$ cat src/rtl/viterbi_pkg.sv
// viterbi_pkg: shared types and widths for the viterbi_ctrl arbiter
package viterbi_pkg;
  localparam int ADDR_W = 3;
  localparam int DATA_W = 8;
  localparam logic VIT1_CODE = 1'b0;
  localparam logic VIT2_CODE = 1'b1;
  typedef enum logic [1:0] {IDLE, ISSUE, WAIT, COMPLETE} arb_state_t;
endpackage

$ cat src/rtl/viterbi_rr_pick.sv
// viterbi_rr_pick: rotate-priority encoder; req_i/ptr_i in, valid_o/idx_o = first set bit at or after ptr_i (wrapping)
module viterbi_rr_pick #(
  parameter int N  = 4,
  parameter int IW = 2
) (
  input  logic [N-1:0]  req_i,
  input  logic [IW-1:0] ptr_i,
  output logic          valid_o,
  output logic [IW-1:0] idx_o
);
  logic [IW-1:0] j;
  // scan from farthest to nearest so the nearest requester wins
  always_comb begin
    valid_o = |req_i;
    idx_o = '0;
    j = '0;
    for (int k = N - 1; k >= 0; k--) begin
      j = IW'((int'(ptr_i) + k) % N);
      if (req_i[j]) idx_o = j;
    end
  end
endmodule

$ cat src/rtl/viterbi_arbiter.sv
// viterbi_arbiter: round-robin share of one viterbi_ctrl among N_REQ requesters; req*/done/err/rdata host side, ctrl_* controller side, busy status
module viterbi_arbiter
  import viterbi_pkg::*;
#(
  parameter int N_REQ       = 4,
  parameter int TIMEOUT_CYC = 15
) (
  input  logic                clk,
  input  logic                reset_all,
  input  logic [N_REQ-1:0]    req,
  input  logic [N_REQ-1:0]    req_write,
  input  logic [3*N_REQ-1:0]  req_addr,
  input  logic [8*N_REQ-1:0]  req_data,
  input  logic [N_REQ-1:0]    req_vit,
  output logic [N_REQ-1:0]    done,
  output logic                err,
  output logic [DATA_W-1:0]   rdata,
  output logic                busy,
  output logic                ctrl_start,
  output logic                ctrl_is_write,
  output logic                ctrl_vit_num,
  output logic [ADDR_W-1:0]   ctrl_addr,
  output logic [DATA_W-1:0]   ctrl_data,
  input  logic                ctrl_finish,
  input  logic [DATA_W-1:0]   ctrl_return_data
);
  localparam int IW = $clog2(N_REQ);
  localparam int WW = $clog2(TIMEOUT_CYC);
  arb_state_t state_q, state_d;
  logic [IW-1:0] ptr_q, ptr_d, gnt_q, gnt_d, pick_idx;
  logic pick_valid;
  logic [WW-1:0] wd_q, wd_d;
  logic err_q, err_d, cw_q, cw_d, cv_q, cv_d;
  logic [DATA_W-1:0] rdata_q, rdata_d, cd_q, cd_d;
  logic [ADDR_W-1:0] ca_q, ca_d;
  viterbi_rr_pick #(.N(N_REQ), .IW(IW)) u_pick (
    .req_i(req), .ptr_i(ptr_q), .valid_o(pick_valid), .idx_o(pick_idx)
  );
  always_comb begin
    state_d = state_q;
    ptr_d = ptr_q;
    gnt_d = gnt_q;
    wd_d = wd_q;
    err_d = err_q;
    rdata_d = rdata_q;
    cw_d = cw_q;
    cv_d = cv_q;
    ca_d = ca_q;
    cd_d = cd_q;
    case (state_q)
      IDLE: if (pick_valid) begin
        gnt_d = pick_idx;
        cw_d = req_write[pick_idx];
        cv_d = req_vit[pick_idx];
        ca_d = req_addr[ADDR_W*pick_idx +: ADDR_W];
        cd_d = req_data[DATA_W*pick_idx +: DATA_W];
        state_d = ISSUE;
      end
      ISSUE: begin
        wd_d = '0;
        state_d = WAIT;
      end
      WAIT: begin
        wd_d = wd_q + 1'b1;
        // finish wins over a timeout landing in the same cycle
        if (ctrl_finish) begin
          rdata_d = cw_q ? '0 : ctrl_return_data;
          err_d = 1'b0;
          state_d = COMPLETE;
        end else if (wd_q == WW'(TIMEOUT_CYC - 1)) begin
          rdata_d = '0;
          err_d = 1'b1;
          state_d = COMPLETE;
        end
      end
      COMPLETE: begin
        ptr_d = (gnt_q == IW'(N_REQ - 1)) ? '0 : gnt_q + 1'b1;
        state_d = IDLE;
      end
      default: state_d = IDLE;
    endcase
  end
  always_ff @(posedge clk or negedge reset_all) begin
    if (!reset_all) begin
      state_q <= IDLE;
      ptr_q <= '0;
      gnt_q <= '0;
      wd_q <= '0;
      err_q <= 1'b0;
      rdata_q <= '0;
      cw_q <= 1'b0;
      cv_q <= VIT1_CODE;
      ca_q <= '0;
      cd_q <= '0;
    end else begin
      state_q <= state_d;
      ptr_q <= ptr_d;
      gnt_q <= gnt_d;
      wd_q <= wd_d;
      err_q <= err_d;
      rdata_q <= rdata_d;
      cw_q <= cw_d;
      cv_q <= cv_d;
      ca_q <= ca_d;
      cd_q <= cd_d;
    end
  end
  assign busy = state_q != IDLE;
  assign ctrl_start = state_q == ISSUE;
  assign done = (state_q == COMPLETE) ? N_REQ'(1) << gnt_q : '0;
  assign err = err_q;
  assign rdata = rdata_q;
  assign ctrl_is_write = cw_q;
  assign ctrl_vit_num = cv_q;
  assign ctrl_addr = ca_q;
  assign ctrl_data = cd_q;
endmodule

$ cat config.mk
export PLATFORM = sky130hd
export DESIGN_NAME = viterbi_arbiter
export DESIGN_NICKNAME = d
export VERILOG_FILES = /design/src/rtl/viterbi_pkg.sv /design/src/rtl/viterbi_rr_pick.sv /design/src/rtl/viterbi_arbiter.sv
export SDC_FILE = /design/constraint.sdc
export NUM_CORES = 1
export LEC_CHECK = 0
export ABC_AREA = 1
export CAP_MARGIN = 20
export CORE_MARGIN = 2
export CORE_UTILIZATION = 43
export DETAILED_ROUTE_END_ITERATION = 7
export HOLD_SLACK_MARGIN = 0.15
export PLACE_DENSITY = 0.81
export SYNTH_ARGS = -nofsm -noshare
export SYNTH_HDL_FRONTEND = slang
export SYNTH_SLANG_ARGS = --single-unit
$ cat constraint.sdc
create_clock -name clk -period 2.2 [get_ports clk]
set_clock_uncertainty 0.05 [all_clocks]
set_input_delay 0.55 -clock clk [delete_from_list [all_inputs] [get_ports clk]]
set_output_delay 0.55 -clock clk [all_outputs]
set_load 0.02 [all_outputs]
==> impl_metrics.env <==
export IMPL_status="finished, final reports clean"
export IMPL_insertedDiodeCount=0
export IMPL_placement_cell_area_sq_um=3350
export IMPL_clock_latency_ns=0.29
export IMPL_grt_max_degree=33
export IMPL_period_needed_ns=2.05
export IMPL_internal_power_mw=2.72
export IMPL_ir_drop_uv=668
export IMPL_synth_top_area_share_pct=35.7
export IMPL_area_growth_syn_to_layout_pct=57.7
export IMPL_place_gp_congestion=0.826
export IMPL_synthTopCellsByArea="dfrtp_1 (36%), nand2_1 (22%), nand3_1 (12%)"
export IMPL_cts_root_buf="clkbuf_8"
export IMPL_die_h_microns=76.3
export IMPL_synthFlopType="dfrtp_1"
export IMPL_htreeDepth=2
export IMPL_first_iter_violations=167
export IMPL_stdcell_area_sq_um=3540
export IMPL_ios=95
export IMPL_slew_violations=0
export IMPL_hp_start="ctrl_addr[0]"
export IMPL_max_cap_violations=0
export IMPL_arrival_ns=2.19
export IMPL_route_detailed_wl_per_inst_microns=12.0
export IMPL_drive_gt1_share_pct=8.50
export IMPL_synth_cell_types=23
export IMPL_combPwrFrac_pct=69.2
export IMPL_ys_ff_latch=32
export IMPL_fp_dieArea_sq_um=5820
export IMPL_syn_instance_count=338
export IMPL_synthTopCellsByCount="nand2_1 (131), inv_1 (58), nand3_1 (55), dfrtp_1 (32), o21ai_0 (14)"
export IMPL_antenna_found_initial=0
export IMPL_die_x_microns=76.3
export IMPL_hp_class="reg2reg"
export IMPL_worst_pin_slew_ns=0.464
export IMPL_setup_viol=0
export IMPL_core_area_sq_um=5070
export IMPL_firstDrtPassIters=4
export IMPL_synth_edf_count=0
export IMPL_cts_sinks=32
export IMPL_grt_pass1_vias=2477
export IMPL_critPathKind="in2reg"
export IMPL_crit_path_max_fanout=13
export IMPL_fin_total_pwr_mw=5.16
export IMPL_num_fill_cells=425
export IMPL_hpwl_microns=4470
export IMPL_ys_seq_area_share_pct=35.7
export IMPL_final_period_utilization_pct=93.3
export IMPL_num_nets_final=523
export IMPL_overflow=0
export IMPL_cp_end_kind="register"
export IMPL_wirelength_microns=6180
export IMPL_post_cts_buffers=0
export IMPL_drc=0
export IMPL_fmax_mhz=487
export IMPL_via_per_inst=4.83
export IMPL_synth_cell_area_sq_um=2250
export IMPL_cts_tree="done"
export IMPL_clkPwrFrac_pct=10.9
export IMPL_cts_buffer_depth=2
export IMPL_yosysWarnings=0
export IMPL_worst_ep_required_time_ns=2.34
export IMPL_power_density_nw_per_um2=1460
export IMPL_ant_nets=0
export IMPL_ys_async_sr_fraction_pct=100
export IMPL_grt_pass1_wl_microns=10600
export IMPL_crit_slowest_cell="clkdlybuf4s50_1"
export IMPL_switching_share_pct=47.3
export IMPL_yosysTopAreaCell="dfrtp_1"
export IMPL_relSlewSlack_pct=69.0
export IMPL_final_util_pct=69.8
export IMPL_grt_total_usage_pct=22.1
export IMPL_pwr_share_seq_pct=19.9
export IMPL_critPathMaxStageDelay_ns=0.50
export IMPL_crit_path_cell_trace="clkdlybuf4s50_1, inv_1, nand2_2, nand3_1, nand2_2, nand3_4, nand2_2, nand2_8, nand2_4, nand2_1, nand3_1, nand2_1, nand2_1, nand2_1"
export IMPL_syn_mean_instance_area_sq_um=6.64
export IMPL_synth_nets=415
export IMPL_cts_hold_buf=0
export IMPL_io_buffers=94
export IMPL_crit_top_cell="nand2_1"
export IMPL_p_sw_mw=2.44
export IMPL_clkSlewWorstSetupHoldPaths_ns=0.07
export IMPL_leakage_nw=1.88
export IMPL_vias=2496
export IMPL_cts_made_buffers=5
export IMPL_synth_most_common_cell="nand2_1"
export IMPL_finalHoldViolCount=0
export IMPL_r2r_start="ptr_q[0]"
export IMPL_initial_core_util_pct=44.3
export IMPL_worst_setup_path_start_kind="input pin"
export IMPL_startpoint="req[3]"
export IMPL_rows=26
worst paths after layout:
kind	slack, ns	cells past startpoint	to
max reg2reg	0.37	13	ctrl_data[3]
min	0.43	2	ctrl_addr[0]
max in group asynchronous	1.20	2	state_q[0]
min in group asynchronous	0.59	2	rdata[3]
min reg2reg	0.43	2	ctrl_addr[0]
max	0.15	14	ctrl_data[3]
state kept, by name, indices dropped and copies added, names as in the netlist:
name,count
rdata,8
ctrl_vit_num,1
err,1
ptr_q,2
ctrl_addr,3
ctrl_data,8
wd_q,4
state_q,2
gnt_q,2
ctrl_is_write,1
critical path: cells and delay by family:
kind / cells / cell delay (ns)
simple gates: 12 / 1.10
buf+inv: 2 / 0.56
cell type report:
cell class | instances | area [sq um] | share of cell area, %
multi-input cells | 238 | 1190 | 33.6
clock buffers | 5 | 68.8 | 1.94
flip-flops and latches | 32 | 801 | 22.6
repair buffers | 110 | 1130 | 31.9
inverters | 59 | 221 | 6.25
well taps | 70 | 87.6 | 2.47
clock inverters | 3 | 42.5 | 1.20
metrics by stage:
stage | setup WS, ns | cells | setup TNS (ns) | hold WS (ns)
floorplan | 0.503 | 338 | 0 | 0.204
global placement | -0.123 | 506 | -1.13 | 0.413
detailed placement | -0.194 | 506 | -1.68 | 0.414
CTS | 0.0614 | 514 | 0 | 0.433
global route | -0.0106 | 517 | -0.0187 | 0.450
finish | 0.147 | 517 | 0 | 0.434
power groups by stage:
stage	registers, mW	logic [mW]	clock network (mW)
4_1_cts	1.03	3.35	0.572
6_report	1.03	3.57	0.564
5_1_grt	1.07	3.97	0.605
3_5_place_dp	1.03	3.34	0
3_3_place_gp	1.02	3.25	0
2_1_floorplan	1.25	1.92	0
logic make-up after synthesis:
logic type	count (synthesis)	synth area share [%]
and+or+nand+nor	203	39.8
buffers and inverters	69	12.8
DFF	32	35.7
AOI/OAI and AO/OA	24	6.13
adders and majority gates	10	5.57
repair_timing:
item / 4_1_cts / 5_1_grt
pin swaps: 0 / 1
endpoints found under the setup margin: 5 / 10
cloned: 0 / 3
resized for setup: 6 / 4
layer usage:
metal	part of all wire (%)	global-route usage, %	vias to the layer above
li1	-	-	1265
met1	41	26.8	1141
met2	51	39.1	73
met3	5.0	4.27	17
met4	2.3	7.64	0
met5	0	0	-
cells in the final DEF, fill, tap and decap left out, types with 2 or more instances in the layout:
cell type        Yosys  routed
inv_1               58      58
o21ai_0             14      14
ha_1                10       9
clkdlybuf4s50_1      0      88
buf_12               0       3
dfrtp_1             32      32
nor2_1               6       6
clkbuf_16            0       2
buf_4                0      11
nand3_4              2       2
nand2_1            131     130
dlygate4sd2_1        0       5
a22oi_1              2       2
nand3_1             55      55
a21oi_1              2       2
nand2_8              0       2
o22ai_1              3       3
clkbuf_8             0       5
nand2_2              4       5
No activity file was read; power rests on OpenSTA's default activity.
